===== src/rtl/bitrev_addr_gen.sv =====
// Bit-reversed address generator with valid/ready output handshake.
// Produces base + R(c) for c = 0..N-1, where R reverses the low log_n bits of c
// (or bits [log_n:1] with bit 0 passed through when keep_lsb is set).
// Optional macro BITREV_REPEAT_EN adds repeat_i: the sequence wraps instead of
// finishing, and abort_i becomes the only exit.
module bitrev_addr_gen #(
    parameter int ADDR_W  = 16,
    parameter int MAX_LOG = 14
) (
    input  logic              clk_i,
    input  logic              rst_i,
    input  logic              start_i,
    input  logic [3:0]        log_n_i,
    input  logic              keep_lsb_i,
    input  logic [ADDR_W-1:0] base_i,
    input  logic              abort_i,
    input  logic              addr_ready_i,
`ifdef BITREV_REPEAT_EN
    input  logic              repeat_i,
`endif
    output logic [ADDR_W-1:0] addr_o,
    output logic              addr_valid_o,
    output logic              last_o,
    output logic              busy_o,
    output logic              done_o,
    output logic              err_o
);

    // Counter holds one extra bit so keep_lsb with log_n=MAX_LOG still fits.
    localparam int CW = MAX_LOG + 1;

    typedef enum logic [1:0] {IDLE, RUN, DONE} state_t;

    state_t            state, state_nxt;
    logic [CW-1:0]     cnt;
    logic [3:0]        log_n_q;
    logic              keep_q;
    logic [ADDR_W-1:0] base_q;
    logic              rep_done_q;
    logic              rep;
    logic              cfg_ok;
    logic              take_start;
    logic              advance;
    logic              at_last;
    logic [CW-1:0]     cnt_nxt;

`ifdef BITREV_REPEAT_EN
    assign rep = repeat_i;
`else
    assign rep = 1'b0;
`endif

    // Reverse the low ln bits of the field; bits above the field are zero.
    function automatic logic [CW-1:0] bit_rev(input logic [CW-1:0] c,
                                              input logic [3:0]    ln,
                                              input logic          keep);
        logic [CW-1:0] f;
        logic [CW-1:0] r;
        f = keep ? (c >> 1) : c;
        r = '0;
        for (int i = 0; i < CW; i++) begin
            for (int j = 0; j < CW; j++) begin
                if (i + j == int'(ln) - 1) r[i] = f[j];
            end
        end
        return keep ? {r[CW-2:0], c[0]} : r;
    endfunction

    // Final count N-1 = 2^(ln+keep)-1, evaluated modulo 2^CW so the widest case wraps to all-ones.
    function automatic logic [CW-1:0] last_count(input logic [3:0] ln, input logic keep);
        logic [CW-1:0] one;
        one = CW'(1);
        return (one << (int'(ln) + int'(keep))) - one;
    endfunction

    assign cfg_ok     = (log_n_i != 4'd0) && (int'(log_n_i) <= MAX_LOG);
    assign take_start = (state == IDLE) && start_i && cfg_ok;
    assign at_last    = (cnt == last_count(log_n_q, keep_q));
    assign advance    = (state == RUN) && !abort_i && addr_ready_i;
    assign cnt_nxt    = at_last ? '0 : cnt + CW'(1);

    // State register.
    always_ff @(posedge clk_i) begin
        if (rst_i) state <= IDLE;
        else       state <= state_nxt;
    end

    // Next-state logic: abort wins over the final handshake; repeat suppresses DONE.
    always_comb begin
        state_nxt = state;
        case (state)
            IDLE: if (take_start) state_nxt = RUN;
            RUN: begin
                if (abort_i)                       state_nxt = IDLE;
                else if (advance && at_last && !rep) state_nxt = DONE;
            end
            DONE:    state_nxt = IDLE;
            default: state_nxt = IDLE;
        endcase
    end

    // Configuration latch on an accepted start.
    always_ff @(posedge clk_i) begin
        if (take_start) begin
            log_n_q <= log_n_i;
            keep_q  <= keep_lsb_i;
            base_q  <= base_i;
        end
    end

    // Counter, registered address and one-cycle status pulses.
    always_ff @(posedge clk_i) begin
        if (rst_i) begin
            cnt        <= '0;
            addr_o     <= '0;
            err_o      <= 1'b0;
            rep_done_q <= 1'b0;
        end else begin
            err_o      <= (state == IDLE) && start_i && !cfg_ok;
            rep_done_q <= advance && at_last && rep;
            if (take_start) begin
                cnt    <= '0;
                addr_o <= base_i;
            end else if (advance) begin
                cnt    <= cnt_nxt;
                addr_o <= base_q + ADDR_W'(bit_rev(cnt_nxt, log_n_q, keep_q));
            end
        end
    end

    assign addr_valid_o = (state == RUN);
    assign last_o       = (state == RUN) && at_last;
    assign busy_o       = (state != IDLE);
    assign done_o       = (state == DONE) || rep_done_q;

endmodule


===== config.mk =====
export PLATFORM = sky130hd
export DESIGN_NAME = bitrev_addr_gen
export DESIGN_NICKNAME = d
export VERILOG_FILES = /design/src/rtl/bitrev_addr_gen.sv
export SDC_FILE = /design/constraint.sdc
export NUM_CORES = 1
export LEC_CHECK = 0
export BUFFER_PORTS_ARGS = -buffer_cell sky130_fd_sc_hd__clkbuf_2
export CORE_ASPECT_RATIO = 0.9
export CORE_MARGIN = 2
export CORE_UTILIZATION = 25
export CTS_BUF_LIST = sky130_fd_sc_hd__clkbuf_4 sky130_fd_sc_hd__clkbuf_8
export CTS_CLUSTER_DIAMETER = 50
export DETAILED_ROUTE_END_ITERATION = 8
export GPL_TIMING_DRIVEN = 0
export SYNTH_ARGS = -nofsm -noshare
export SYNTH_HDL_FRONTEND = slang
export SYNTH_SLANG_ARGS = --single-unit

===== constraint.sdc =====
create_clock -name clk_i -period 16.1 [get_ports clk_i]
set_clock_uncertainty 0.2 [all_clocks]
set_input_delay 0.805 -clock clk_i [delete_from_list [all_inputs] [get_ports clk_i]]
set_output_delay 0.805 -clock clk_i [all_outputs]
set_load 0.01 [all_outputs]

==> qor.csv, run 1 <==
stage;metric;value;unit
outcome;status;completed;
cells_and_area;storage element area;0.001311;sq mm
route;total wire length;18490;um
timing;period utilization;51.41;%
floorplan;Core Area;0.02163;sq mm
critical_path;Required @ worst endpoint;16.16;ns
critical_path;reg2reg start;keep_q;
critical_path;CP endpoint kind;register;
critical_path;Worst Reg-to-Reg Cells;29;
global_routing;total grt overflow;0;
global_routing;pin count of the biggest net entering global routing;31;
global_routing;initial antenna violation count;1;
timing;final hold vios;0;
critical_path;slowest stage delay, CP;0.72;ns
min_path;HP Start;addr_o[1];
cts;CTS tree;yes;
critical_path;reg2reg setup slack;7.82;ns
synthesis;Cells after Synth;734;
route;1st-pass router iterations;5;
critical_path;Slowest cell on crit path;a2111oi_4;
flow_run;# Max-Cap Violations;0;
route;Routed WL per cell;17.12;um
timing;Max Slew Vio Count;0;
cts;CTS resizes;0;
cells_and_area;Multi-input gate area;0.003914;sq mm
place;GP Congestion;0.9224;
synthesis;ys async rst share;0;%
synthesis;syn_nets;781;
cts;clock slew seen by the registers of the worst setup and hold paths;0.12;ns
critical_path;Worst Path Class, Setup;register to register;
timing;crit path time final;8.277;ns
power_and_ir_drop;P per Cell Area;61.67;mW/mm^2
floorplan;DIE AREA;0.02327;sq mm
cells_and_area;most frequent cells in the layout;nor2_1, nand2_1, a21oi_1, clkbuf_1, clkbuf_2;
cts;Clock Latency Late Sink;0.36;ns
critical_path;Worst EP arrival;8.34;ns
cts;CTS Buf Count;5;
cells_and_area;# fillers;2342;
global_routing;number of global-route vias before repair;5491;
timing;FMAX;120.8;MHz
power_and_ir_drop;peak supply drop;74.10;uV
synthesis;post-synth cell types;76;
synthesis;synth warn;0;
cts;root buffer cell;clkbuf_8;
cells_and_area;Final #Nets;834;
synthesis;Synth Area per Inst;7.516;sq um
synthesis;register bit total from synthesis;55;
global_routing;gr usage total;15.68;%
global_routing;first-pass GRT wire length;29630;um
route;Avg Vias per Cell;5.553;
cells_and_area;Area growth syn-to-layout;12.66;%
synthesis;Post-synth EDFFs;21;
timing;Setup TNS;0;ns
min_path;Hold Path End;addr_o[1];
synthesis;Synth Cell Area;0.005517;sq mm
cts;# Post-CTS Setup Buffers;0;
cells_and_area;layout cells sized above 1;9.898;%
synthesis;Seq/Total Area, Yosys;23.77;%
route;DR vias;5997;
timing;Least-Margin Pin Slew;1.085;ns
min_path;Worst Hold Depth;2;
floorplan;FP Rows;51;
place;PortBufs;46;
cells_and_area;post-route design area;0.006215;sq mm
critical_path;Critical Path Start Type;register;
min_path;worst min-delay path category;register to register;
cts;CTS max path bufs;2;
route;Routed Antenna Nets;0;
timing;slew margin rel.;27.34;%
cts;H-tree depth;2;
floorplan;die width;160.6;um
power_and_ir_drop;P_leak;2.163;nW
place;hpwl dp;13950;um
route;Initial DRC Count;675;
timing;RSZ-0062 raised after global routing;no;
cts;clock sink count;55;
critical_path;RR Endpoint;addr_o[14];
route;residual DRC count;0;
floorplan;Ports;47;
floorplan;Die Ht;144.9;um
critical_path;critical-path maximum fanout;10;
floorplan;Starting Density;25.50;%
cts;hold_buf cts;0;
place;Post-DP Area;0.006112;sq mm
synthesis;Synth Flop Type;dfxtp_1;
timing;Final setup viols;0;
==> per-layer routing <==
layer	share of wire, %	global-route usage, %
met3	7.9	2.973
met5	0	0
met2	42	23.08
met1	48	22.99
met4	2.0	4.685
==> final cells by class <==
class / count / share of cell area [%]
timing repair buffer: 46 / 3.704
inverter: 19 / 1.148
clock inverter: 3 / 0.5033
sequential: 55 / 21.10
antenna: 1 / 0.04027
clock buffer: 5 / 1.107
multi-input combinational: 603 / 62.98
tap: 291 / 5.859
buffer: 57 / 3.564
==> per-stage QoR <==
step | cells | utilization, % | worst slack [ns] | power [mW] | hold WS, ns
floorplan | 734 | - | 9.517 | 0.2556 | 0.2760
global placement | 1071 | 28.25 | 8.103 | 0.2911 | 0.2551
detailed placement | 1071 | 28.26 | 8.079 | 0.2910 | 0.2566
CTS | 1079 | 28.72 | 7.954 | 0.3856 | 0.2815
global route | 1080 | 28.73 | 7.416 | 0.4070 | 0.3106
finish | 1080 | 28.73 | 7.823 | 0.3832 | 0.2782
==> state kept, by name, indices dropped and copies added, names as in the netlist <==
signal,cells
log_n_q,4
keep_q,1
cnt,15
base_q,16
state,2
addr_o,16
err_o,1
==> worst max-delay path by stage <==
| stage | from | endpoint | slack [ns] | depth (start not counted) |
|---|---|---|---|---|
| 2_1_floorplan | log_n_q[0] | addr_o[14] | 9.52 | 31 |
| 3_3_place_gp | keep_q | addr_o[14] | 8.10 | 29 |
| 3_5_place_dp | keep_q | addr_o[14] | 8.08 | 29 |
| 4_1_cts | keep_q | addr_o[14] | 7.95 | 29 |
| 5_1_grt | log_n_q[0] | addr_o[14] | 7.42 | 29 |
| 6_report | keep_q | addr_o[14] | 7.82 | 29 |
==> cell usage after synthesis (6+ instances only) <==
cell type / n / area share, %
dfxtp_1: 34 / 12
and2_1: 11 / 1.2
a221o_1: 7 / 1.3
clkbuf_1: 49 / 3.3
nand2_1: 73 / 5.0
o22ai_1: 11 / 1.2
a22oi_1: 18 / 2.4
nor2b_1: 11 / 1.2
mux2i_1: 16 / 2.9
a21oi_1: 59 / 5.4
or3_1: 7 / 0.79
a21o_1: 9 / 1.2
o21a_1: 9 / 1.2
nand3_1: 28 / 2.5
a211oi_1: 10 / 1.4
o211ai_1: 7 / 0.95
nor2_1: 73 / 5.0
inv_1: 19 / 1.3
nor3_1: 28 / 2.5
nand2b_1: 12 / 1.4
a31oi_1: 14 / 1.6
ha_1: 20 / 4.5
o21ai_0: 24 / 2.2
or2_2: 6 / 0.68
xnor2_1: 32 / 5.1
a221oi_1: 15 / 2.4
edfxtp_1: 21 / 11
==> power by group <==
group	switching, mW	total [mW]	internal, mW
clock	0.0586	0.0922	0.0336
sequential	0.00400	0.156	0.152
combinational	0.0831	0.135	0.0516
==> logic make-up (layout without fill, tap and decap cells) <==
group                    Yosys count  in the layout  synth area share [%]
AND/OR/NAND/NOR                  284            284                 25.49
adder cells (fa/ha/maj)           21             21                 4.899
XOR/XNOR                          38             38                 6.283
other                              0              1                     0
flip-flops                        55             55                 23.77
AO/OA/AOI/OAI                    238            238                 30.14
multiplexers                      22             22                 4.128
buffers and inverters             76            130                 5.285
==> worst max-delay path: cells and delay by family (launching register included) <==
family | cells | cell delay, ns
buffers and inverters | 2 | 0.79
AOI/OAI and AO/OA | 13 | 3.32
and+or+nand+nor | 8 | 1.71
adders and majority gates | 4 | 1.21
xor gates and xnor gates | 2 | 0.36
DFF | 1 | 0.57
(Power assumes the default switching activity.)
==> run 2, diff against run 1 <==
Clock period 16.1 ns to 7.8 ns, I/O delays scaled along.
==> run 2 against run 1 <==
  * Combinational power increased by 110%
  * Final cell count is 0.46% higher
  * Clock power up 100%
  * Count of clock-buffer cells in the layout unchanged
  * Via count is 0.50% lower
  * Non-clock buffer count is 5 higher
  * Critical path type unchanged
  * Largest cell class unchanged
==> qor.csv, run 2 (synthesized netlist as in run 1, its figures left out) <==
stage;metric;value;unit;change
floorplan;die width;160.6;um;unchanged
cts;CTS Buf Count;5;;unchanged
flow_run;# Max-Cap Violations;0;;unchanged
route;Avg Vias per Cell;5.500;;was 5.553
route;Routed WL per cell;17.07;um;was 17.12 um
min_path;HP Start;base_i[12];;was addr_o[1]
cells_and_area;Final #Nets;839;;was 834
critical_path;Slowest cell on crit path;edfxtp_1;;was a2111oi_4
timing;final hold vios;0;;unchanged
place;GP Congestion;0.9224;;unchanged
floorplan;Die Ht;144.9;um;unchanged
timing;slew margin rel.;27.55;%;was 27.34%
power_and_ir_drop;Int Pwr;492.9;uW;was 237.5 uW
global_routing;total grt overflow;0;;unchanged
route;1st-pass router iterations;5;;unchanged
power_and_ir_drop;P_sw;300.6;uW;was 145.7 uW
route;total wire length;18520;um;was 18490 um
floorplan;FP Rows;51;;unchanged
cts;Clock Latency Late Sink;0.35;ns;was 0.36 ns
power_and_ir_drop;P per Cell Area;126.1;mW/mm^2;was 61.67 mW/mm^2
cts;clock sink count;55;;unchanged
cells_and_area;largest registers;addr_o (16), base_q (16), cnt (15);;unchanged
critical_path;slowest stage delay, CP;0.56;ns;was 0.72 ns
critical_path;Critical Path Start Type;register;;unchanged
timing;period utilization;93.88;%;was 51.41%
critical_path;Worst Path Class, Setup;register to register;;unchanged
cts;CTS max path bufs;2;;unchanged
global_routing;gr usage total;15.71;%;was 15.68%
critical_path;Worst Reg-to-Reg Cells;31;;was 29
route;Initial DRC Count;638;;was 675
floorplan;Core Area;0.02163;sq mm;unchanged
min_path;Worst Hold Depth;1;;was 2
cells_and_area;layout cells sized above 1;11.10;%;was 9.898%
route;Routed Antenna Nets;0;;unchanged
power_and_ir_drop;peak supply drop;150.7;uV;was 74.10 uV
critical_path;reg2reg start;keep_q;;unchanged
timing;Final WS setup;0.4771;ns;was 7.823 ns
outcome;status;completed;;unchanged
cts;H-tree depth;2;;unchanged
critical_path;RR Endpoint;addr_o[14];;unchanged
min_path;worst min-delay path category;primary input to register;;was register to register
cells_and_area;most frequent cells in the layout;nor2_1, nand2_1, a21oi_1, clkbuf_2, clkbuf_1;;was nor2_1, nand2_1, a21oi_1, clkbuf_1, clkbuf_2
critical_path;CP endpoint kind;register;;unchanged
cts;CTS tree;yes;;unchanged
timing;FMAX;136.6;MHz;was 120.8 MHz
timing;worst hold margin;0.02071;ns;was 0.2782 ns
timing;Least-Margin Pin Slew;1.057;ns;was 1.085 ns
power_and_ir_drop;sw frac;37.88;%;was 38.01%
critical_path;critical-path maximum fanout;10;;unchanged
timing;crit path time final;7.323;ns;was 8.277 ns
floorplan;Starting Density;25.50;%;unchanged
place;dpl ws;-0.2207;ns;was 8.079 ns
global_routing;initial antenna violation count;1;;unchanged
place;PortBufs;46;;unchanged
route;DR vias;5967;;was 5997
timing;RSZ-0062 raised after global routing;no;;unchanged
timing;Max Slew Vio Count;0;;unchanged
critical_path;Worst EP arrival;7.39;ns;was 8.34 ns
cells_and_area;Area growth syn-to-layout;14.11;%;was 12.66%
critical_path;crit path from;keep_q;;unchanged
critical_path;Required @ worst endpoint;7.86;ns;was 16.16 ns
cts;root buffer cell;clkbuf_8;;unchanged
floorplan;Ports;47;;unchanged
global_routing;pin count of the biggest net entering global routing;31;;unchanged
critical_path;reg2reg setup slack;0.48;ns;was 7.82 ns
timing;Final setup viols;0;;unchanged
cts;clock slew seen by the registers of the worst setup and hold paths;0.12;ns;about the same
min_path;Hold Path End;base_q[12];;was addr_o[1]
power_and_ir_drop;power share of the combinational group;35.6;%;was 35.1%
floorplan;DIE AREA;0.02327;sq mm;unchanged
power_and_ir_drop;P_leak;2.215;nW;was 2.163 nW
global_routing;number of global-route vias before repair;5502;;was 5491
power_and_ir_drop;sequential share of power;40.6;%;was 40.8%
global_routing;first-pass GRT wire length;29680;um;was 29630 um
route;residual DRC count;0;;unchanged
place;hpwl dp;13950;um;unchanged
power_and_ir_drop;Clk pwr share;23.8;%;was 24.1%
[run 2: changes by cell type in the layout (fill, tap and decap cells not counted), moves of 2 or more]
cell	previous run	this run
clkbuf_1	48	45
buf_4	0	5
clkbuf_2	47	49
dlygate4sd3_1	0	2
[run 2: what timing repair did]
item | in CTS | in global routing
pin swaps | 1 | 0
setup endpoints to repair | 2 | 4
hold endpoints to repair | 1 | 1
gates resized for setup | 1 | 9
setup buffers | 1 | 3
hold buffers | 1 | 1
[run 2: critical path, delay by kind of cell (launching register included)]
kind	cells	cell delay [ns]
buf+inv	2	0.50
fa+ha+maj	4	1.26
compound gates	14	2.74
simple gates	7	1.18
flops	1	0.56
xor+xnor	4	0.79
[run 2: worst max-delay path by stage]
stage                     slack, ns          to  cells past startpoint
after CTS                      0.11  addr_o[14]                     29
final                          0.48  addr_o[14]                     31
after global routing           0.02  addr_o[14]                     31
after detailed placement      -0.22  addr_o[14]                     29
after floorplan                1.22  addr_o[14]                     31
after global placement        -0.20  addr_o[14]                     29
[run 2: area by class of cell]
cell class / instances / area [sq um]
multi-input combinational: 603 / 3943
tap: 291 / 364.1
buffer: 56 / 222.7
timing repair buffer: 52 / 280.3
inverter: 19 / 71.32
fill: 2340 / 15340
antenna: 1 / 2.502
clock buffer: 5 / 68.82
clock inverter: 3 / 31.28
sequential: 55 / 1311
[run 2: power groups by stage]
stage / sequential (mW) / combinational [mW] / clock [mW]
floorplan: 0.330 / 0.197 / 0
global placement: 0.330 / 0.271 / 0
detailed placement: 0.329 / 0.271 / 0
CTS: 0.323 / 0.274 / 0.199
global route: 0.324 / 0.310 / 0.210
finish: 0.322 / 0.283 / 0.189
[run 2: metrics by stage]
stage / setup TNS, ns / instance area [sq um] / utilization (%) / instances / power [mW]
floorplan: 0 / 5517 / - / 734 / 0.5276
global placement: -0.1965 / 6111 / 28.25 / 1071 / 0.6009
detailed placement: -0.2207 / 6112 / 28.26 / 1071 / 0.6006
CTS: 0 / 6231 / 28.80 / 1081 / 0.7963
global route: 0 / 6295 / 29.10 / 1085 / 0.8441
finish: 0 / 6295 / 29.10 / 1085 / 0.7935
[run 2: layer usage]
layer	up-vias	global-route usage (%)	wire, um
li1	2875	-	-
met1	2778	23.12	8680
met2	284	23.06	7822
met3	30	2.973	1644
met4	0	4.685	374
met5	-	0	0
